## config.mk

```make
export PLATFORM = sky130hd
export DESIGN_NAME = local_network_interface
export DESIGN_NICKNAME = d
export VERILOG_FILES = /design/src/rtl/local_network_interface.sv
export SDC_FILE = /design/constraint.sdc
export NUM_CORES = 1
export LEC_CHECK = 0
export CORE_ASPECT_RATIO = 0.6
export CORE_MARGIN = 4
export CORE_UTILIZATION = 45
export CTS_CLUSTER_DIAMETER = 50
export DETAILED_ROUTE_END_ITERATION = 8
export PLACE_DENSITY = 0.68
export RECOVER_POWER = 25
export SLEW_MARGIN = 20
export SYNTH_ARGS = -nofsm -noshare
export SYNTH_HDL_FRONTEND = slang
export SYNTH_SLANG_ARGS = --single-unit
```

## constraint.sdc

```tcl
create_clock -name clk -period 2.5 [get_ports clk]
set_input_delay 0.5 -clock clk [delete_from_list [all_inputs] [get_ports clk]]
set_output_delay 0.5 -clock clk [all_outputs]
set_load 0.01 [all_outputs]
```

## src/rtl/local_network_interface.sv

```systemverilog
// local_network_interface
//
// Endpoint network interface for the LOCAL port of a mesh router. Core-side
// transmit requests are packed into 32-bit flits and injected into the
// router's local input FIFO. Injection stalls while the router reports full.
// Flits ejected by the router have no backpressure. They are captured into a
// receive queue that the core drains.
//
// Flit format (both directions): [31:6] payload, [5:3] source, [2:0] destination.
//
// Ports:
//   clk, rst        single rising-edge clock, asynchronous active-high reset
//   tx_dst          destination address of the core request
//   tx_payload      core request payload
//   tx_valid        core request valid
//   tx_ready        transmit queue can accept a request
//   NET_DATA_OUT    flit to router LOCAL_DATA_IN (0 when not valid)
//   NET_VALID_OUT   flit valid to router LOCAL_DATA_VALID_IN
//   NET_FULL_IN     router LOCAL_FULL_OUT
//   NET_DATA_IN     flit from router LOCAL_DATA_OUT
//   NET_VALID_IN    router LOCAL_DATA_VALID_OUT
//   rx_payload      head-of-queue payload (0 when empty)
//   rx_src          head-of-queue source address (0 when empty)
//   rx_valid        receive queue not empty
//   rx_ready        core pops the head entry
//   rx_overflow     sticky: an ejected flit was dropped
//   rx_misroute     sticky: an accepted flit was addressed to another node
//   tx_flit_cnt     wrapping count of injected flits
//   rx_flit_cnt     wrapping count of accepted flits

module local_network_interface #(
  parameter logic [2:0] NODE_ADDRESS = 3'b0,
  parameter int         TX_DEPTH     = 4,
  parameter int         RX_DEPTH     = 4
) (
  input  logic        clk,
  input  logic        rst,
  input  logic [2:0]  tx_dst,
  input  logic [25:0] tx_payload,
  input  logic        tx_valid,
  output logic        tx_ready,
  output logic [31:0] NET_DATA_OUT,
  output logic        NET_VALID_OUT,
  input  logic        NET_FULL_IN,
  input  logic [31:0] NET_DATA_IN,
  input  logic        NET_VALID_IN,
  output logic [25:0] rx_payload,
  output logic [2:0]  rx_src,
  output logic        rx_valid,
  input  logic        rx_ready,
  output logic        rx_overflow,
  output logic        rx_misroute,
  output logic [15:0] tx_flit_cnt,
  output logic [15:0] rx_flit_cnt
);

  localparam int TX_AW = $clog2(TX_DEPTH);
  localparam int RX_AW = $clog2(RX_DEPTH);
  localparam logic [TX_AW:0] TX_FULL_LEVEL = (TX_AW + 1)'(TX_DEPTH);
  localparam logic [RX_AW:0] RX_FULL_LEVEL = (RX_AW + 1)'(RX_DEPTH);

  // ---------------------------------------------------------------------------
  // Transmit queue
  // ---------------------------------------------------------------------------
  logic [31:0]      tx_mem [TX_DEPTH];
  logic [TX_AW-1:0] tx_wr_ptr;
  logic [TX_AW-1:0] tx_rd_ptr;
  logic [TX_AW:0]   tx_count;
  logic             tx_full;
  logic             tx_empty;
  logic             tx_push;
  logic             tx_pop;

  assign tx_full  = (tx_count == TX_FULL_LEVEL);
  assign tx_empty = (tx_count == '0);
  assign tx_ready = !tx_full;

  // tx_ready only looks at occupancy. A pop in the same cycle does not open
  // a slot for the core until the following cycle.
  assign tx_push = tx_valid && !tx_full;

  // This is the only combinational path from an input to an output.
  // Full backpressure blocks injection in the same cycle.
  assign NET_VALID_OUT = !tx_empty && !NET_FULL_IN;
  assign tx_pop        = NET_VALID_OUT;
  assign NET_DATA_OUT  = NET_VALID_OUT ? tx_mem[tx_rd_ptr] : '0;

  // Queue storage is not reset. The pointers and count define which entries
  // are live, so entries left over from before a reset are never visible.
  always_ff @(posedge clk) begin
    if (tx_push) begin
      tx_mem[tx_wr_ptr] <= {tx_payload, NODE_ADDRESS, tx_dst};
    end
  end

  always_ff @(posedge clk or posedge rst) begin
    if (rst) begin
      tx_wr_ptr   <= '0;
      tx_rd_ptr   <= '0;
      tx_count    <= '0;
      tx_flit_cnt <= '0;
    end else begin
      if (tx_push) begin
        tx_wr_ptr <= tx_wr_ptr + 1'b1;
      end
      if (tx_pop) begin
        tx_rd_ptr   <= tx_rd_ptr + 1'b1;
        tx_flit_cnt <= tx_flit_cnt + 16'd1;
      end
      case ({tx_push, tx_pop})
        2'b10:   tx_count <= tx_count + 1'b1;
        2'b01:   tx_count <= tx_count - 1'b1;
        default: tx_count <= tx_count;
      endcase
    end
  end

  // ---------------------------------------------------------------------------
  // Receive queue
  // ---------------------------------------------------------------------------
  // The destination field is checked on arrival and is not needed later,
  // so each entry holds only {payload, source}.
  logic [28:0]      rx_mem [RX_DEPTH];
  logic [RX_AW-1:0] rx_wr_ptr;
  logic [RX_AW-1:0] rx_rd_ptr;
  logic [RX_AW:0]   rx_count;
  logic             rx_full;
  logic             rx_empty;
  logic             rx_accept;
  logic             rx_drop;
  logic             rx_pop;
  logic [28:0]      rx_head;

  assign rx_full  = (rx_count == RX_FULL_LEVEL);
  assign rx_empty = (rx_count == '0);
  assign rx_valid = !rx_empty;
  assign rx_pop   = !rx_empty && rx_ready;

  // The router cannot be stalled. A flit that arrives while the queue is
  // full is kept only if the core frees the head slot in the same cycle.
  // When that happens, the write slot equals the slot being read, and the
  // head is read combinationally before the write lands.
  assign rx_accept = NET_VALID_IN && (!rx_full || rx_ready);
  assign rx_drop   = NET_VALID_IN && !rx_accept;

  assign rx_head    = rx_empty ? '0 : rx_mem[rx_rd_ptr];
  assign rx_payload = rx_head[28:3];
  assign rx_src     = rx_head[2:0];

  always_ff @(posedge clk) begin
    if (rx_accept) begin
      rx_mem[rx_wr_ptr] <= NET_DATA_IN[31:3];
    end
  end

  // A misrouted flit is still queued so the core can inspect it. Only the
  // sticky flag records the addressing error.
  always_ff @(posedge clk or posedge rst) begin
    if (rst) begin
      rx_wr_ptr   <= '0;
      rx_rd_ptr   <= '0;
      rx_count    <= '0;
      rx_flit_cnt <= '0;
      rx_overflow <= 1'b0;
      rx_misroute <= 1'b0;
    end else begin
      if (rx_accept) begin
        rx_wr_ptr   <= rx_wr_ptr + 1'b1;
        rx_flit_cnt <= rx_flit_cnt + 16'd1;
        if (NET_DATA_IN[2:0] != NODE_ADDRESS) begin
          rx_misroute <= 1'b1;
        end
      end
      if (rx_drop) begin
        rx_overflow <= 1'b1;
      end
      if (rx_pop) begin
        rx_rd_ptr <= rx_rd_ptr + 1'b1;
      end
      case ({rx_accept, rx_pop})
        2'b10:   rx_count <= rx_count + 1'b1;
        2'b01:   rx_count <= rx_count - 1'b1;
        default: rx_count <= rx_count;
      endcase
    end
  end

endmodule
```

======== Word-level counts from Yosys, hierarchy flattened ========
Memories as Yosys holds them, arrays and structs flattened.
Cells that the tools add are included.
storage, ports and cells
  output and inout bits ................... 98
  memories kept ........................... 2
  input port bits ......................... 67
  register bits after elaboration ......... 48
  RAM bits ................................ 232
cells by class
  $add $sub $neg .......................... 10
  muxes and demuxes ....................... 8
  equal/unequal tests ..................... 6
  reductions and logical operators ........ 18
memories
  memory  depth  width  read ports  clocked after memory_dff  wr ports  line  RTL
  rx_mem  4      29     1           0                         1         123   logic [28:0] rx_mem [RX_DEPTH];
  tx_mem  4      29     1           0                         1         65    logic [31:0] tx_mem [TX_DEPTH];
operator list
  cell                     count
  $add A16 B1 Y16 const B  2
  $mux W32                 1
  $mux W29                 1
  $pmux W3 S2              2
  $add A2 B1 Y2 const B    4
  $add A3 B1 Y3 const B    2
  $eq A3 B3 Y1 const B     2
  $logic_not A1 Y1         6
  $logic_not A3 Y1         2
  $sub A3 B1 Y3 const B    2
  $logic_and A1 B1 Y1      5
  $eq A2 B1 Y1 const B     2
  $eq A2 B2 Y1 const B     2
  $mux W1                  4
  $reduce_bool A2 Y1       2
  $reduce_bool A3 Y1       1
  $reduce_and A2 Y1        1
  $logic_or A1 B1 Y1       1

======== Longest topological paths before layout ========
Gate-level depths: netlist (run 1).
  depth in word-level cells ............... 6
  gate-level depth with buffers ........... 11
  depth with buffers taken out ............ 10

======== Least setup slack after synthesis (run 1) ========
No wires, ideal clock.
  path kind ............................... input-to-reg
  from .................................... in rx_ready
  to ...................................... reg rx_count[2]
  library setup time ...................... 79 ps
  buffers on the path ..................... 1
  stages .................................. 10
  setup slack ............................. 261 ps
  arrival time ............................ 2160 ps
  cell sequence ........................... nor4b_4 > nor2b_1 > buf_2 > inv_1 > ha_1 > inv_1 > fa_1 > xor2_1 > nor2_1 > xor2_1
between the ends
  word-level cells in the longest chain between the ends .. 4
RTL lines
  what                                               line  RTL
  start, declared                                    50    input logic rx_ready,
  $logic_or A1 B1 Y1                                 143   assign rx_accept = NET_VALID_IN && (!rx_full || rx_ready);
  $logic_and A1 B1 Y1                                143
  $eq A2 B1 Y1 or $eq A2 B2 Y1 (tied branches)       180   case ({rx_accept, rx_pop})
  $pmux W3 S2 or $reduce_bool A2 Y1 (tied branches)  -
  end signal, assigned                               181   2'b10: rx_count <= rx_count + 1'b1;
  end signal, assigned                               182   2'b01: rx_count <= rx_count - 1'b1;
  end signal, assigned                               183   default: rx_count <= rx_count;
  end, declared                                      126   logic [RX_AW:0] rx_count;
Parallel ways exist; a longest one is shown, timed or not.
A chain may end at the register's enable or synchronous reset.

======== Worst setup path after layout (run 1) ========
  from .................................... reg tx_rd_ptr[0]
  to ...................................... out NET_DATA_OUT[15]
between the ends
  word-level cells in the longest chain between the ends .. 2
RTL lines
  what                    line  RTL
  start, declared         67    logic [TX_AW-1:0] tx_rd_ptr;
  start signal, assigned  107   tx_rd_ptr <= tx_rd_ptr + 1'b1;
  $mem_v2 Z4 W29          -
  $mux W32                86    assign NET_DATA_OUT = NET_VALID_OUT ? tx_mem[tx_rd_ptr] : '0;
  end, declared           42    output logic [31:0] NET_DATA_OUT,
Every way passes these cells.

==> results of run 1 <==
cell families (layout without fill, tap and decap cells):
family | Yosys count | count (layout) | share of synthesized area (%)
DFF | 280 | 280 | 73.85
and+or+nand+nor | 129 | 129 | 7.331
muxes | 61 | 61 | 12.09
xor gates and xnor gates | 42 | 42 | 3.326
buffers and inverters | 37 | 271 | 1.459
adders and majority gates | 14 | 14 | 1.720
AOI/OAI and AO/OA | 3 | 3 | 0.1810
other | 1 | 3 | 0.03391
per-layer routing:
layer	routed length [um]	global-route usage [%]	share of wire, %
met1	10590	25.23	46
met2	11110	27.72	48
met3	985	3.460	4.3
met4	308	3.010	1.3
met5	0	0	0
cell usage after synthesis (2+ instances only):
cell      count  area share (%)
edfxtp_1    232              63
and2_1       65             3.7
mux4_2       58              12
dfrtp_1      48              11
xnor2_1      23             1.8
xor2_1       19             1.5
nand2_1      17            0.58
inv_1        13            0.44
ha_1         12             1.4
clkbuf_1     11            0.37
nand4_1      10            0.57
and3_1        9            0.51
buf_2         9            0.41
nand3_1       5            0.23
nor2_1        5            0.17
and4_1        4            0.32
nor3_1        4            0.18
buf_4         3            0.20
fa_1          2            0.36
mux2i_1       2            0.18
nor4b_4       2            0.43
repair_timing:
action / 4_1_cts / 5_1_grt
setup endpoints to repair: 60 / 59
pin swaps: 26 / 8
gates cloned: 7 / 0
setup buffers: 16 / 1
resized for setup: 284 / 49
registers in the layout, summed over array words and instances (netlist names):
name and cells:
rx_overflow 1, tx_flit_cnt 16, tx_rd_ptr 2, rx_flit_cnt 16, rx_wr_ptr 2, tx_wr_ptr 2, rx_mem 116, tx_count 3
rx_misroute 1, rx_count 3, rx_rd_ptr 2, tx_mem 116
area by class of cell:
type                    count  area, um2
fillers                  1764       9620
well taps                 322      402.9
clock inverters            17      121.4
multi-input cells         252       2835
repair buffers            205       2217
clock buffers              35      748.2
flip-flops and latches    280       8170
inverters                  14      52.55
worst max path at each step:
stage | start | endpoint | cells past startpoint
final | tx_rd_ptr[0]$_DFFE_PP0P_ | NET_DATA_OUT[15] | 6
after detailed placement | NET_FULL_IN | NET_DATA_OUT[18] | 6
after global placement | NET_FULL_IN | NET_DATA_OUT[1] | 6
after floorplan | rx_ready | rx_count[2]$_DFFE_PP0P_ | 10
after global routing | tx_rd_ptr[0]$_DFFE_PP0P_ | NET_DATA_OUT[15] | 6
after CTS | tx_rd_ptr[0]$_DFFE_PP0P_ | NET_DATA_OUT[6] | 7
power groups by stage:
stage	clock, mW	sequential, mW	combinational (mW)
after global placement	0	6.55	5.65
after floorplan	0	6.56	3.06
after detailed placement	0	6.63	5.75
after global routing	4.29	6.63	7.06
final	3.94	6.54	6.57
after CTS	4.06	6.54	6.45
critical path, delay by kind of cell, from the launching register on:
| kind | cells | cell delay (ns) |
|---|---|---|
| mux | 1 | 0.50 |
| buf+inv | 4 | 0.51 |
| flops | 1 | 0.38 |
| simple gates | 1 | 0.15 |
stage by stage:
stage / util (%) / setup TNS (ns) / hold slack, ns / power [mW] / worst slack (ns)
2_1_floorplan: - / 0 / 0.4561 / 9.617 / 0.2606
3_3_place_gp: 55.20 / -2.366 / 0.4508 / 12.20 / -0.08793
3_5_place_dp: 55.20 / -2.839 / 0.4618 / 12.37 / -0.1216
4_1_cts: 59.84 / -6.176 / 0.3182 / 17.05 / -0.1978
5_1_grt: 60.19 / -6.786 / 0.3653 / 17.97 / -0.1738
6_report: 60.19 / -1.922 / 0.3218 / 17.04 / -0.07984
==> results.cfg, run 1 <==
[run_status]
status = finished with violations
violations = setup timing

[clock_network]
hold_buffers = 0
cts-root-buf = clkbuf_16
clockBufferDepth = 3
cts_buffers = 28
clk_pin_slew_worst_paths_ns = 0.06
cts_tree = built
clock_sinks = 280
htree_levels = 1
clock_latency_ns = 0.54

[global_routing]
grt_first_pass_wirelength_um = 36370
grt_pass1_vias = 6347
gr-total-overflow = 0
antenna_found_initial = 0
grt.total_usage_pct = 17.22
grt_max_degree = 32

[critical_path]
crit_arrival_ns = 2.08
worst_ep_required_time_ns = 2.00
ff2ff_setup_slack_ns = 0.18
rr_endpoint = tx_count[2]$_DFFE_PP0P_
cp_cell_sequence = buf_12, buf_8, buf_16, mux4_2, and2_1, buf_2
cp_slowest_cell = mux4_2
slowest_delay_ns = 0.50
r2r_cells = 11
critPathMaxFanout = 6
critPathKind = flop to output pin
cp-end-kind = output pin
reg2reg_from = tx_count[0]$_DFFE_PP0P_
worstSetupStartpointType = flop

[drt]
wirelength_um = 23000
routedWlPerCell_um = 20.44
via_count = 5808
ant_nets = 0
viasPerCell = 5.163
dr.pass1.iters = 4
first_iter_violations = 232
drc = 0

[power]
p_sw_mw = 4.956
power_frac_comb_pct = 38.5
irDropWorstVdd_mv = 0.6809
p_leak_nw = 5.387
clkPwrFrac_pct = 23.1
p_sw_share_pct = 29.09
p_int_mw = 12.08
seq_power_share_pct = 38.4
powerDensity_nw_per_um2 = 1171

[final_layout]
syn_to_final_growth_pct = 31.54
fin_cells = 1125
final_cell_mix = edfxtp_1, clkdlybuf4s50_1, mux4_2
layout.nets = 862
n_antenna_cell = 0
design_area_um2 = 14550
final_common_cell = edfxtp_1
drive_gt1_share_pct = 31.26

[logic_synthesis]
yosys_warnings = 0
ys_seq_area_share_pct = 73.85
synthesis.area_um2 = 11060
async_flop_share_pct = 17.14
synth-seq-cells = 280
netlist-cell-type-count = 35
ys.flop_type = edfxtp_1
synth_edf_count = 232
synth_area_per_cell_um2 = 19.51
netlist_instances = 567

[place]
dp.cells = 1056
hpwl_um = 14240
dpl_cell_area_um2 = 13340
io_buffers = 161
place_congestion = 0.7981

[timing]
fin_ws_ns = -0.07984
finalMaxSlewViolations = 0
clock_skew_ns = 0.01504
slew_headroom_pct = 64.52
finalCriticalPeriod_ns = 2.580
hold_violations = 0
fmax_mhz = 387.6
rsz0062_at_grt = yes
worst_pin_slew_ns = 0.5314
final-setup-viol-count = 48
min_period_over_period_pct = 103.2

[die]
die-area_um2 = 27230
ios = 165
dieHeight_um = 129.4
rows = 44
core_area_um2 = 24170
initial_utilization_pct = 45.76
die_w_um = 210.4

[flow_run]
cap_violations = 0

[hold_path]
hold_path.class = primary input to async pin
Power figures use the tool's default switching activity.
==> run 2, diff against run 1 <==
- DONT_BUFFER_PORTS: default -> 1
- MAX_ROUTING_LAYER: default -> met4
- PLACE_DENSITY: 0.68 -> default
- clock period: 2.5 -> 2.38 ns (I/O delays scaled with it)
==> run 2 against run 1 <==
The flow now finishes without violations. Register-to-register slack about the same. Critical path depth decreased by 3. Sequential power increased by 6.7%. Non-clock buffer count decreased by 164. Setup slack improved by 0.10 ns.
==> results.cfg, run 2 (synthesized netlist as in run 1, its figures left out) <==
[die]
die-area_um2 = 27230
rows = 44
initial_utilization_pct = 45.76
die_w_um = 210.4
dieHeight_um = 129.4
core_area_um2 = 24170
ios = 165

[final_layout]
n_antenna_cell = 0
layout.nets = 697
final_common_cell = edfxtp_1
final_cell_mix = edfxtp_1, mux4_2, and2_4
syn_to_final_growth_pct = 15.58
reg.largest.list = rx_mem x116, tx_mem x116
postLayoutCoreUtil_pct = 52.89
drive_gt1_share_pct = 29.98

[critical_path]
worst_ep_required_time_ns = 1.90
worstSetupStartpointType = flop
critPathKind = flop to output pin
crit_arrival_ns = 1.88
cp-end-kind = output pin
critPathMaxFanout = 15

[clock_network]
clockBufferDepth = 3
cts_buffers = 27
clk_pin_slew_worst_paths_ns = 0.06
clock_latency_ns = 0.53
cts-root-buf = clkbuf_16
clock_sinks = 280
htree_levels = 1
cts_tree = built

[place]
hpwl_um = 13370
io_buffers = 0
place_congestion = 0.7674

[run_status]
status = finished, final reports clean

[timing]
fin_tns_setup_ns = 0
min_period_over_period_pct = 99.03
finalMaxSlewViolations = 0
hold_violations = 0
final-setup-viol-count = 0
finalCriticalPeriod_ns = 2.357
slew_headroom_pct = 57.09
clock_skew_ns = 0.01057
fmax_mhz = 424.3
worst_pin_slew_ns = 0.6437
rsz0062_at_grt = yes

[global_routing]
grt_first_pass_wirelength_um = 31950
grt_pass1_vias = 5398
grt_max_degree = 49
antenna_found_initial = 0
gr-total-overflow = 0
grt.total_usage_pct = 15.73

[power]
seq_power_share_pct = 44.1
powerDensity_nw_per_um2 = 1238
p_int_mw = 11.16
p_sw_mw = 4.661
irDropWorstVdd_mv = 0.4447
clkPwrFrac_pct = 25.7
p_leak_nw = 4.570
p_sw_share_pct = 29.47
power_frac_comb_pct = 30.1

[drt]
wirelength_um = 20870
routedWlPerCell_um = 21.76
ant_nets = 0
via_count = 5149
drc = 0
first_iter_violations = 179
viasPerCell = 5.369
dr.pass1.iters = 4

[flow_run]
cap_violations = 0

[hold_path]
hold_path.class = primary input to flop
==> run 2: what timing repair did <==
item                                   4_1_cts  5_1_grt
gates resized for setup                     41       28
endpoints found under the hold margin        2       29
pin swaps                                    1        1
gates cloned                                 0        0
buffers inserted                             1        0
hold buffers                                 1       16
setup endpoints to repair                   51       59
==> run 2: worst max-delay path, stage by stage, from the launching register on <==
cell and delay, ns:
dfrtp_2 0.42, buf_12 0.19, mux4_2 0.55, and2_4 0.19
==> run 2: worst paths after layout <==
check                                          from                       end  slack [ns]  cells past startpoint
max in group asynchronous                       rst  rx_rd_ptr[0]$_DFFE_PP0P_        1.33                      3
min in group asynchronous                       rst  tx_rd_ptr[1]$_DFFE_PP0P_        0.57                      3
setup reg to reg            rx_count[1]$_DFFE_PP0P_   rx_count[2]$_DFFE_PP0P_        0.19                      9
setup / recovery           tx_rd_ptr[0]$_DFFE_PP0P_          NET_DATA_OUT[19]        0.02                      3
hold reg to reg             rx_count[2]$_DFFE_PP0P_   rx_count[2]$_DFFE_PP0P_        0.51                      1
hold / removal                        tx_payload[8]   tx_mem[3][11]$_DFFE_PP_        0.04                      0
==> run 2: cell type report <==
cell class | instances | area, um2
Fill cell | 1880 | 11390
Sequential cell | 280 | 8172
Multi-Input combinational cell | 252 | 2880
Clock buffer | 30 | 686.9
Timing Repair Buffer | 41 | 429.2
Tap cell | 322 | 402.9
Clock inverter | 20 | 158.9
Inverter | 14 | 52.55
==> run 2: power by group through the flow <==
stage / clock [mW] / sequential, mW / combinational [mW]
after floorplan: 0 / 6.89 / 3.21
after global placement: 0 / 7.00 / 4.20
after detailed placement: 0 / 7.08 / 4.26
after CTS: 4.22 / 6.99 / 4.62
after global routing: 4.46 / 7.08 / 5.17
final: 4.07 / 6.98 / 4.77
==> run 2: layer usage <==
layer  vias to the layer above  global-route usage, %  wire length [um]
met3                        22                  5.638              1551
met1                      2715                  21.26              9122
met2                       133                  23.76              9972
li1                       2279                      -                 -
met5                         -                      -                 0
met4                         0                  2.705               223
==> run 2: per-stage QoR <==
stage          total power [mW]  hold WS, ns  instance area, um2  setup WS (ns)  cells
3_5_place_dp              11.34       0.4971               11570         0.1411    891
5_1_grt                   16.71   0.00007172               12780       -0.06878    959
4_1_cts                   15.83    0.0005769               12550       -0.02069    943
2_1_floorplan             10.10       0.4561               11070         0.1553    569
3_3_place_gp              11.20       0.4716               11570         0.2148    891
6_report                  15.82      0.03735               12780        0.02310    959
==> run 3, diff against run 2 <==
- RECOVER_POWER: 25 -> 100
==> run 3 against run 2 <==
Combinational power fell by 1%. Largest cell class unchanged. Sequential power barely moved. Critical path type unchanged. Wire length fell by 0.39%. Global-route usage did not move. Final cell count did not move. Via count did not move.
==> results.cfg, run 3 (synthesized netlist as in run 1, its figures left out) <==
[die]
initial_utilization_pct = 45.76
rows = 44
dieHeight_um = 129.4
die-area_um2 = 27230
core_area_um2 = 24170
die_w_um = 210.4
ios = 165

[timing]
fmax_mhz = 424.5
fin_ws_ns = 0.02429
final-setup-viol-count = 0
hold_violations = 0
worst_pin_slew_ns = 1.252
clock_skew_ns = 0.01170
slew_headroom_pct = 16.54
min_period_over_period_pct = 98.98
fin_tns_setup_ns = 0
finalMaxSlewViolations = 0
finalCriticalPeriod_ns = 2.356
rsz0062_at_grt = yes
hold_slack_ns = 0.03980

[global_routing]
grtUsageMet1_pct = 21.26
grt.total_usage_pct = 15.73
grt_first_pass_wirelength_um = 31950
gr-usage-met3_pct = 5.638
met2_usage_pct = 23.76
antenna_found_initial = 0
gr-total-overflow = 0
grt_pass1_vias = 5398
grt_max_degree = 49
grt-busiest-layer = met2

[drt]
routedWlPerCell_um = 21.68
wirelength_um = 20790
drc = 0
first_iter_violations = 169
dr.pass1.iters = 4
ant_nets = 0
via_count = 5149
viasPerCell = 5.369

[final_layout]
drive_gt1_share_pct = 28.41
n_antenna_cell = 0
final_common_cell = edfxtp_1
multi_input_area_um2 = 2848
fill_cells = 1889
register_area_um2 = 8172
final_cell_mix = edfxtp_1, mux4_2, and2_4
reg.largest.list = rx_mem x116, tx_mem x116
layout.nets = 697
syn_to_final_growth_pct = 15.04

[place]
io_buffers = 0
hpwl_um = 13370
dp_slack_ns = 0.1411
place_congestion = 0.7674

[hold_path]
hold_path_depth = 0
hold_path.class = primary input to flop

[clock_network]
clockBufferDepth = 3
clk_pin_slew_worst_paths_ns = 0.06
clock_sinks = 280
cts_buffers = 27
cts_tree = built
cts-root-buf = clkbuf_16
htree_levels = 1
clock_latency_ns = 0.53

[critical_path]
cp-end-kind = output pin
crit_arrival_ns = 1.88
critPathMaxFanout = 15
r2r_cells = 9
worst_ep_required_time_ns = 1.90
worstSetupStartpointType = flop
critPathKind = flop to output pin

[power]
p_leak_nw = 4.541
powerDensity_nw_per_um2 = 1239
irDropWorstVdd_mv = 0.4315

[run_status]
status = finished, final reports clean

[flow_run]
cap_violations = 0
## run 3: cell count changes in the layout (fill, tap and decap cells not counted), sizes merged
cell	before	now
clkinv	14	15
clkbuf	30	43
inv	17	16
buf	24	11
## run 3: per-stage QoR
step                cell area [um2]  std cells  power, mW  util, %
global placement              11570        891      11.20    47.89
global route                  12720        959      16.66    52.64
finish                        12720        959      15.76    52.64
detailed placement            11570        891      11.34    47.89
floorplan                     11070        569      10.10        -
CTS                           12550        943      15.83    51.92
## run 3: critical path: stages, from the launching register on
cell and delay [ns]:
dfrtp_2 0.42, buf_12 0.19, mux4_2 0.55, and2_4 0.19
## run 3: power by group
part           switching (mW)  internal (mW)  total [mW]
registers               0.538           6.44        6.98
clock network            1.76           2.31        4.07
logic                    2.33           2.38        4.71
## run 3: worst paths after layout
| check | from | to | slack, ns |
|---|---|---|---|
| max in group asynchronous | rst | rx_rd_ptr[0]$_DFFE_PP0P_ | 0.71 |
| hold / removal | tx_payload[8] | tx_mem[3][11]$_DFFE_PP_ | 0.04 |
| min in group asynchronous | rst | tx_rd_ptr[0]$_DFFE_PP0P_ | 0.79 |
| setup / recovery | tx_rd_ptr[0]$_DFFE_PP0P_ | NET_DATA_OUT[19] | 0.02 |
| setup reg to reg | rx_count[1]$_DFFE_PP0P_ | rx_count[2]$_DFFE_PP0P_ | 0.21 |
| hold reg to reg | tx_count[2]$_DFFE_PP0P_ | tx_count[2]$_DFFE_PP0P_ | 0.50 |
## run 3: cell type report
class                   count  area share (%)
clock inverters            20           1.249
well taps                 322           3.167
multi-input cells         252           22.38
flip-flops and latches    280           64.23
clock buffers              30           5.399
repair buffers             41           3.157
inverters                  14          0.4131
## run 3: layer usage
metal	wire length [um]	vias to the layer above
li1	-	2279
met1	9052	2713
met2	9959	136
met3	1557	21
met4	217	0
met5	0	-
## run 3: repair_timing
item | in CTS | in global routing
endpoints found under the hold margin | 2 | 29
gates resized for setup | 41 | 28
buffers inserted | 1 | 0
hold buffers | 1 | 16
pin swaps | 1 | 1
cloned | 0 | 0
setup endpoints to repair | 51 | 59
